<file path="config.mk">
export PLATFORM = sky130hd
export DESIGN_NAME = psum_writeback
export DESIGN_NICKNAME = d
export VERILOG_FILES = /design/src/rtl/psum_writeback_pkg.sv /design/src/rtl/psum_writeback.sv
export SDC_FILE = /design/constraint.sdc
export NUM_CORES = 1
export LEC_CHECK = 0
export BUFFER_PORTS_ARGS = -buffer_cell sky130_fd_sc_hd__buf_2
export CORE_MARGIN = 2
export CORE_UTILIZATION = 51
export CTS_BUF_LIST = sky130_fd_sc_hd__clkbuf_4 sky130_fd_sc_hd__clkbuf_8 sky130_fd_sc_hd__clkbuf_16
export DETAILED_ROUTE_END_ITERATION = 6
export GPL_ROUTABILITY_DRIVEN = 0
export PLACE_DENSITY = 0.92
export SLEW_MARGIN = 10
export SYNTH_ARGS = -nofsm -noshare
export SYNTH_HDL_FRONTEND = slang
export SYNTH_SLANG_ARGS = --single-unit
</file>
<file path="constraint.sdc">
create_clock -name clk -period 10.2 [get_ports clk]
set_input_delay 0.51 -clock clk [delete_from_list [all_inputs] [get_ports clk]]
set_output_delay 0.51 -clock clk [all_outputs]
set_load 0.1 [all_outputs]
</file>
<file path="src/rtl/psum_writeback_pkg.sv">
// -----------------------------------------------------------------------------
// psum_writeback_pkg
//
// Shared core package for the psum writeback path. It holds:
//   - the default geometry of a psum tile (MAC columns, lane width, vectors
//     per tile, psum SRAM address width);
//   - the writeback FSM state encoding;
//   - the active-low psum SRAM control levels.
// The core-level SRAM arbiter imports the same package so that it decodes
// the writeback state and SRAM strobes with identical constants.
// -----------------------------------------------------------------------------
package psum_writeback_pkg;

  // Default tile geometry.
  localparam int COL_DEF     = 8;   // MAC columns per psum vector
  localparam int PSUM_BW_DEF = 16;  // bits per psum lane
  localparam int ROW_DEF     = 8;   // vectors per tile
  localparam int ADDR_W_DEF  = 11;  // psum SRAM address width

  // Writeback FSM states.
  //   IDLE  : waiting for start
  //   DRAIN : popping OFIFO vectors, one write follows each pop
  //   FLUSH : the write of the final vector is on the SRAM port
  //   DONE  : psum_ready pulse
  typedef enum logic [1:0] {
    IDLE  = 2'd0,
    DRAIN = 2'd1,
    FLUSH = 2'd2,
    DONE  = 2'd3
  } wb_state_e;

  // Psum SRAM control levels (both strobes are active-low).
  localparam logic SRAM_CEN_ON    = 1'b0;  // chip selected
  localparam logic SRAM_CEN_OFF   = 1'b1;  // chip deselected
  localparam logic SRAM_WEN_WRITE = 1'b0;  // write cycle
  localparam logic SRAM_WEN_IDLE  = 1'b1;  // no write

endpackage : psum_writeback_pkg

</file>
<file path="src/rtl/psum_writeback.sv">
// -----------------------------------------------------------------------------
// psum_writeback
//
// Drains one tile of partial-sum vectors from the OFIFO into the psum SRAM.
// A start pulse latches the SRAM base address; the block then pops exactly
// `row` vectors from the OFIFO (one per cycle whenever the OFIFO has data) and
// writes each one, one cycle after its pop, to base + vector index (modulo
// 2^addr_w). When the last write has been issued a one-cycle psum_ready pulse
// tells the corelet that the tile is in SRAM.
//
// Ports
//   clk           in   clock, all state on the rising edge
//   reset         in   asynchronous active-high reset
//   start         in   pulse, begins writeback of one tile
//   base_addr     in   SRAM address of vector 0, sampled on start acceptance
//   ofifo_valid   in   OFIFO holds at least one complete psum vector
//   ofifo_output  in   OFIFO head vector (col*psum_bw bits)
//   ofifo_rd      out  pops the OFIFO head at the rising edge
//   sram_cen      out  psum SRAM chip enable, active-low
//   sram_wen      out  psum SRAM write enable, active-low
//   sram_addr     out  psum SRAM address
//   sram_din      out  psum SRAM write data
//   busy          out  high from start acceptance through the psum_ready cycle
//   psum_ready    out  one-cycle pulse, tile fully written
//   start_err     out  sticky, start seen while busy (cleared by reset only)
// -----------------------------------------------------------------------------
module psum_writeback
  import psum_writeback_pkg::*;
#(
  parameter int col     = COL_DEF,
  parameter int psum_bw = PSUM_BW_DEF,
  parameter int row     = ROW_DEF,
  parameter int addr_w  = ADDR_W_DEF
) (
  input  logic                     clk,
  input  logic                     reset,
  input  logic                     start,
  input  logic [addr_w-1:0]        base_addr,
  input  logic                     ofifo_valid,
  input  logic [col*psum_bw-1:0]   ofifo_output,
  output logic                     ofifo_rd,
  output logic                     sram_cen,
  output logic                     sram_wen,
  output logic [addr_w-1:0]        sram_addr,
  output logic [col*psum_bw-1:0]   sram_din,
  output logic                     busy,
  output logic                     psum_ready,
  output logic                     start_err
);

  localparam int cnt_w  = $clog2(row) + 1;
  localparam int data_w = col * psum_bw;

  // Index of the final vector of a tile.
  localparam logic [cnt_w-1:0] last_idx = cnt_w'(row - 1);

  // ---------------------------------------------------------------------------
  // State
  // ---------------------------------------------------------------------------
  wb_state_e            state_q,     state_d;
  logic [cnt_w-1:0]     count_q,     count_d;      // vectors popped so far
  logic [addr_w-1:0]    base_q,      base_d;       // latched tile base address
  logic                 sram_cen_q,  sram_cen_d;
  logic                 sram_wen_q,  sram_wen_d;
  logic [addr_w-1:0]    sram_addr_q, sram_addr_d;
  logic [data_w-1:0]    sram_din_q,  sram_din_d;
  logic                 start_err_q, start_err_d;

  // ---------------------------------------------------------------------------
  // Next-state and output logic
  // ---------------------------------------------------------------------------
  // The SRAM port is fully registered: a pop in cycle N loads the vector,
  // address and strobes into the output flops, so the write appears on the
  // SRAM pins in cycle N+1. Counting pops (rather than completed writes)
  // lets the address of the pending write be formed from count_q directly,
  // and lets the final pop be recognised in the same cycle it happens.
  always_comb begin
    state_d     = state_q;
    count_d     = count_q;
    base_d      = base_q;
    sram_cen_d  = SRAM_CEN_OFF;
    sram_wen_d  = SRAM_WEN_IDLE;
    sram_addr_d = sram_addr_q;   // address and data hold between writes
    sram_din_d  = sram_din_q;
    start_err_d = start_err_q;
    ofifo_rd    = 1'b0;
    psum_ready  = 1'b0;
    busy        = (state_q != IDLE);

    // A start outside IDLE is dropped, but remembered until reset.
    if (start && (state_q != IDLE)) begin
      start_err_d = 1'b1;
    end

    unique case (state_q)
      IDLE: begin
        if (start) begin
          base_d  = base_addr;
          count_d = '0;
          state_d = DRAIN;
        end
      end

      DRAIN: begin
        // Pop whenever the OFIFO has a vector; no pop means no write next cycle.
        ofifo_rd = ofifo_valid;
        if (ofifo_valid) begin
          sram_din_d  = ofifo_output;
          sram_addr_d = base_q + addr_w'(count_q);   // wraps modulo 2^addr_w
          sram_cen_d  = SRAM_CEN_ON;
          sram_wen_d  = SRAM_WEN_WRITE;
          count_d     = count_q + 1'b1;
          // Stop popping after the last vector so surplus OFIFO data stays put.
          if (count_q == last_idx) begin
            state_d = FLUSH;
          end
        end
      end

      FLUSH: begin
        // The final write is on the SRAM port this cycle.
        state_d = DONE;
      end

      DONE: begin
        psum_ready = 1'b1;
        state_d    = IDLE;
      end

      default: begin
        state_d = IDLE;
      end
    endcase
  end

  // ---------------------------------------------------------------------------
  // State register
  // ---------------------------------------------------------------------------
  always_ff @(posedge clk or posedge reset) begin
    if (reset) begin
      state_q <= IDLE;
    end else begin
      state_q <= state_d;
    end
  end

  // ---------------------------------------------------------------------------
  // Datapath registers: counter, latched base, SRAM port, error flag
  // ---------------------------------------------------------------------------
  always_ff @(posedge clk or posedge reset) begin
    if (reset) begin
      count_q     <= '0;
      base_q      <= '0;
      sram_cen_q  <= SRAM_CEN_OFF;
      sram_wen_q  <= SRAM_WEN_IDLE;
      sram_addr_q <= '0;
      sram_din_q  <= '0;
      start_err_q <= 1'b0;
    end else begin
      count_q     <= count_d;
      base_q      <= base_d;
      sram_cen_q  <= sram_cen_d;
      sram_wen_q  <= sram_wen_d;
      sram_addr_q <= sram_addr_d;
      sram_din_q  <= sram_din_d;
      start_err_q <= start_err_d;
    end
  end

  assign sram_cen  = sram_cen_q;
  assign sram_wen  = sram_wen_q;
  assign sram_addr = sram_addr_q;
  assign sram_din  = sram_din_q;
  assign start_err = start_err_q;

endmodule : psum_writeback

</file>
==> flow_summary.toml <==
[worst_setup_path]
cpPeakStageDelay_ns = 0.62
cp_top_family = "buffers and inverters"
r2r-start = "state_q[1]"
worstPathRequired_ns = 9.69
r2r_end = "sram_din[18]"
path_cells = "inv_1, ha_1, nand2_4, inv_4, buf_2"
criticalPathCategory = "reg2out"
rrSetupSlack_ns = 7.15
cp.arrival_ns = 2.95
path_buf_inv = 3
cp-start-kind = "flip-flop"
cp-end-kind = "primary output"
reg2reg_depth = 7
path_max_fanout = 59
critPathSlowestCell = "inv_4"

[routing]
num_vias = 5572
firstDrtPassIters = 4
drt-total-wl_um = 16100
drt.antenna.violating_nets = 0
drc = 0
drt_iter0_drc = 296
post_drt_wl_per_cell_um = 14.0
via_per_inst = 4.85

[finish]
drive_gt1_share_pct = 34.8
syn2layout_area_growth_pct = 35.3
nets = 1122

[clock_network]
clockBufferDepth = 2
cts_hold_buf = 0
cts.sinks = 158
post_cts_buffers = 0
clkTransAtPathRegs_ns = 0.06
cts-root-buf = "clkbuf_16"
tritoncts = "done"
cts-resized-gates = 0
clk_latency_ns = 0.41
cts_buffers = 17
cts_max_level = 4

[grt]
grt_antenna_before_repair = 1
grt.total_usage_pct = 24.3
grt_overflow = 0
grt_first_pass_wirelength_um = 25200
grt_max_degree = 95
grt_pass1_vias = 5492

[sta]
setup_viol = 0
drv_slew = 0
rsz0062_at_grt = "no"
hold_viol = 0
fmax_mhz = 289
finalSetupTns_ns = 0
clock_skew_ns = 0.00444
min_period_ns = 3.46
tightestPinTransition_ns = 0.832
finalCritPeriodShare_pct = 33.9
relSlewSlack_pct = 44.5

[yosys]
synth_top_area_share_pct = 61.9
synth-seq-area-share_pct = 62.3
syn-mean-instance-area_um2 = 9.16
synthCells = 693
ys_warn_count = 0
synth-seq-cells = 158
synth_largest_area_cell = "dfrtp_1"
ys_top_cells_by_area = "dfrtp_1 (62%), nand2_1 (24%), ha_1 (2.0%)"
synth.net_count = 847
ys_async_sr_fraction_pct = 100
synthesis.area_mm2 = 0.00635
synth.distinct_cells = 38
synth_top_flop_cell = "dfrtp_1"
synth_edf_count = 0

[flow_run]
maxCapViolCount = 0

[floorplan]
start_util_pct = 52.6
io_pins = 288
die-width_um = 116
die_h_um = 116
die_area_mm2 = 0.0134
num_rows = 40
coreArea_mm2 = 0.0121

[outcome]
status = "finished clean"

[placed_design]
port_buffers = 287
hpwlAfterDp_um = 11200

[hold_path]
min_path_type = "in2async"
==> synth_stat cells, types with 2 or more instances <==
cell type / count
a211oi_1: 2
a21boi_0: 2
a21o_1: 2
a21oi_1: 4
a31oi_1: 3
buf_2: 19
clkbuf_1: 13
dfrtp_1: 157
ha_1: 10
inv_1: 11
mux2_2: 11
nand2_1: 399
nand2b_1: 2
nand3_1: 3
nand4_1: 4
nor2_1: 7
nor3_1: 3
o211ai_1: 2
o21ai_0: 14
o311ai_0: 2
o31ai_1: 2
or3_2: 2
xnor2_1: 3
xor2_1: 2
==> kinds of logic after synthesis <==
kind of cell,Yosys count,share of synthesized area (%)
muxes,11,1.95
and+or+nand+nor,427,26.1
adders and majority gates,11,2.29
AOI/OAI and AO/OA,36,3.57
xor gates and xnor gates,5,0.690
buffers and inverters,45,3.11
DFF,158,62.3
==> sequential cells by signal (all words and copies together) (netlist names) <==
name / flops
start_err: 1
count_q: 4
sram_wen: 1
sram_addr: 11
base_q: 11
sram_din: 128
state_q: 2
==> worst max-delay path by stage <==
stage,start,endpoint,cells past startpoint
2_1_floorplan,reset,base_q[0],1
3_3_place_gp,state_q[1],sram_addr[5],6
3_5_place_dp,state_q[1],sram_addr[9],7
4_1_cts,state_q[1],ofifo_rd,5
5_1_grt,state_q[1],ofifo_rd,5
6_report,state_q[1],ofifo_rd,5
==> stage by stage <==
stage	worst slack, ns	area [µm²]	cells	hold slack, ns	utilization, %
global route	6.51	8590	1149	0.267	71.2
CTS	6.72	8590	1149	0.267	71.2
floorplan	5.43	6350	693	0.484	-
detailed placement	7.13	7880	1117	0.455	65.3
global placement	7.20	7880	1117	0.436	65.3
finish	6.74	8590	1150	0.251	71.2
==> cell type report <==
cell class,instances,area (µm²)
Antenna cell,1,2.50
Clock buffer,19,453
Clock inverter,13,260
Fill cell,867,3470
Inverter,11,48.8
Multi-Input combinational cell,490,2200
Sequential cell,158,3960
Tap cell,168,210
Timing Repair Buffer,290,1460
==> placed cells by master (no fill, tap or decap), types with 3 or more instances in the layout <==
cell type / synthesis / layout
a21oi_1: 4 / 4
a31oi_1: 3 / 3
buf_2: 19 / 287
buf_4: 1 / 3
bufinv_16: 0 / 7
clkbuf_16: 0 / 17
clkinv_4: 0 / 4
dfrtp_1: 157 / 157
ha_1: 10 / 10
inv_1: 11 / 9
mux2_2: 11 / 11
nand2_1: 399 / 398
nand3_1: 3 / 3
nand4_1: 4 / 4
nor2_1: 7 / 7
nor3_1: 3 / 3
o21ai_0: 14 / 14
xnor2_1: 3 / 3
==> metal layers <==
layer	track usage, %	wire, µm	vias to the layer above
li1	-	-	2711
met1	28.8	6410	2577
met2	41.1	7960	235
met3	6.54	1140	49
met4	11.7	556	0
met5	0	0	-
==> worst reg2reg max path, stage by stage, from the launching register on <==
cell,delay [ns]
dfrtp_1,0.40
inv_1,0.12
ha_1,0.38
nand2_4,0.42
inv_4,0.66
buf_4,0.72
nand2_1,0.18
nand2_1,0.11
Power is left out: the tool's default activity adds up to more than one toggle a clock period on the data nets, which glitch-free logic cannot reach.
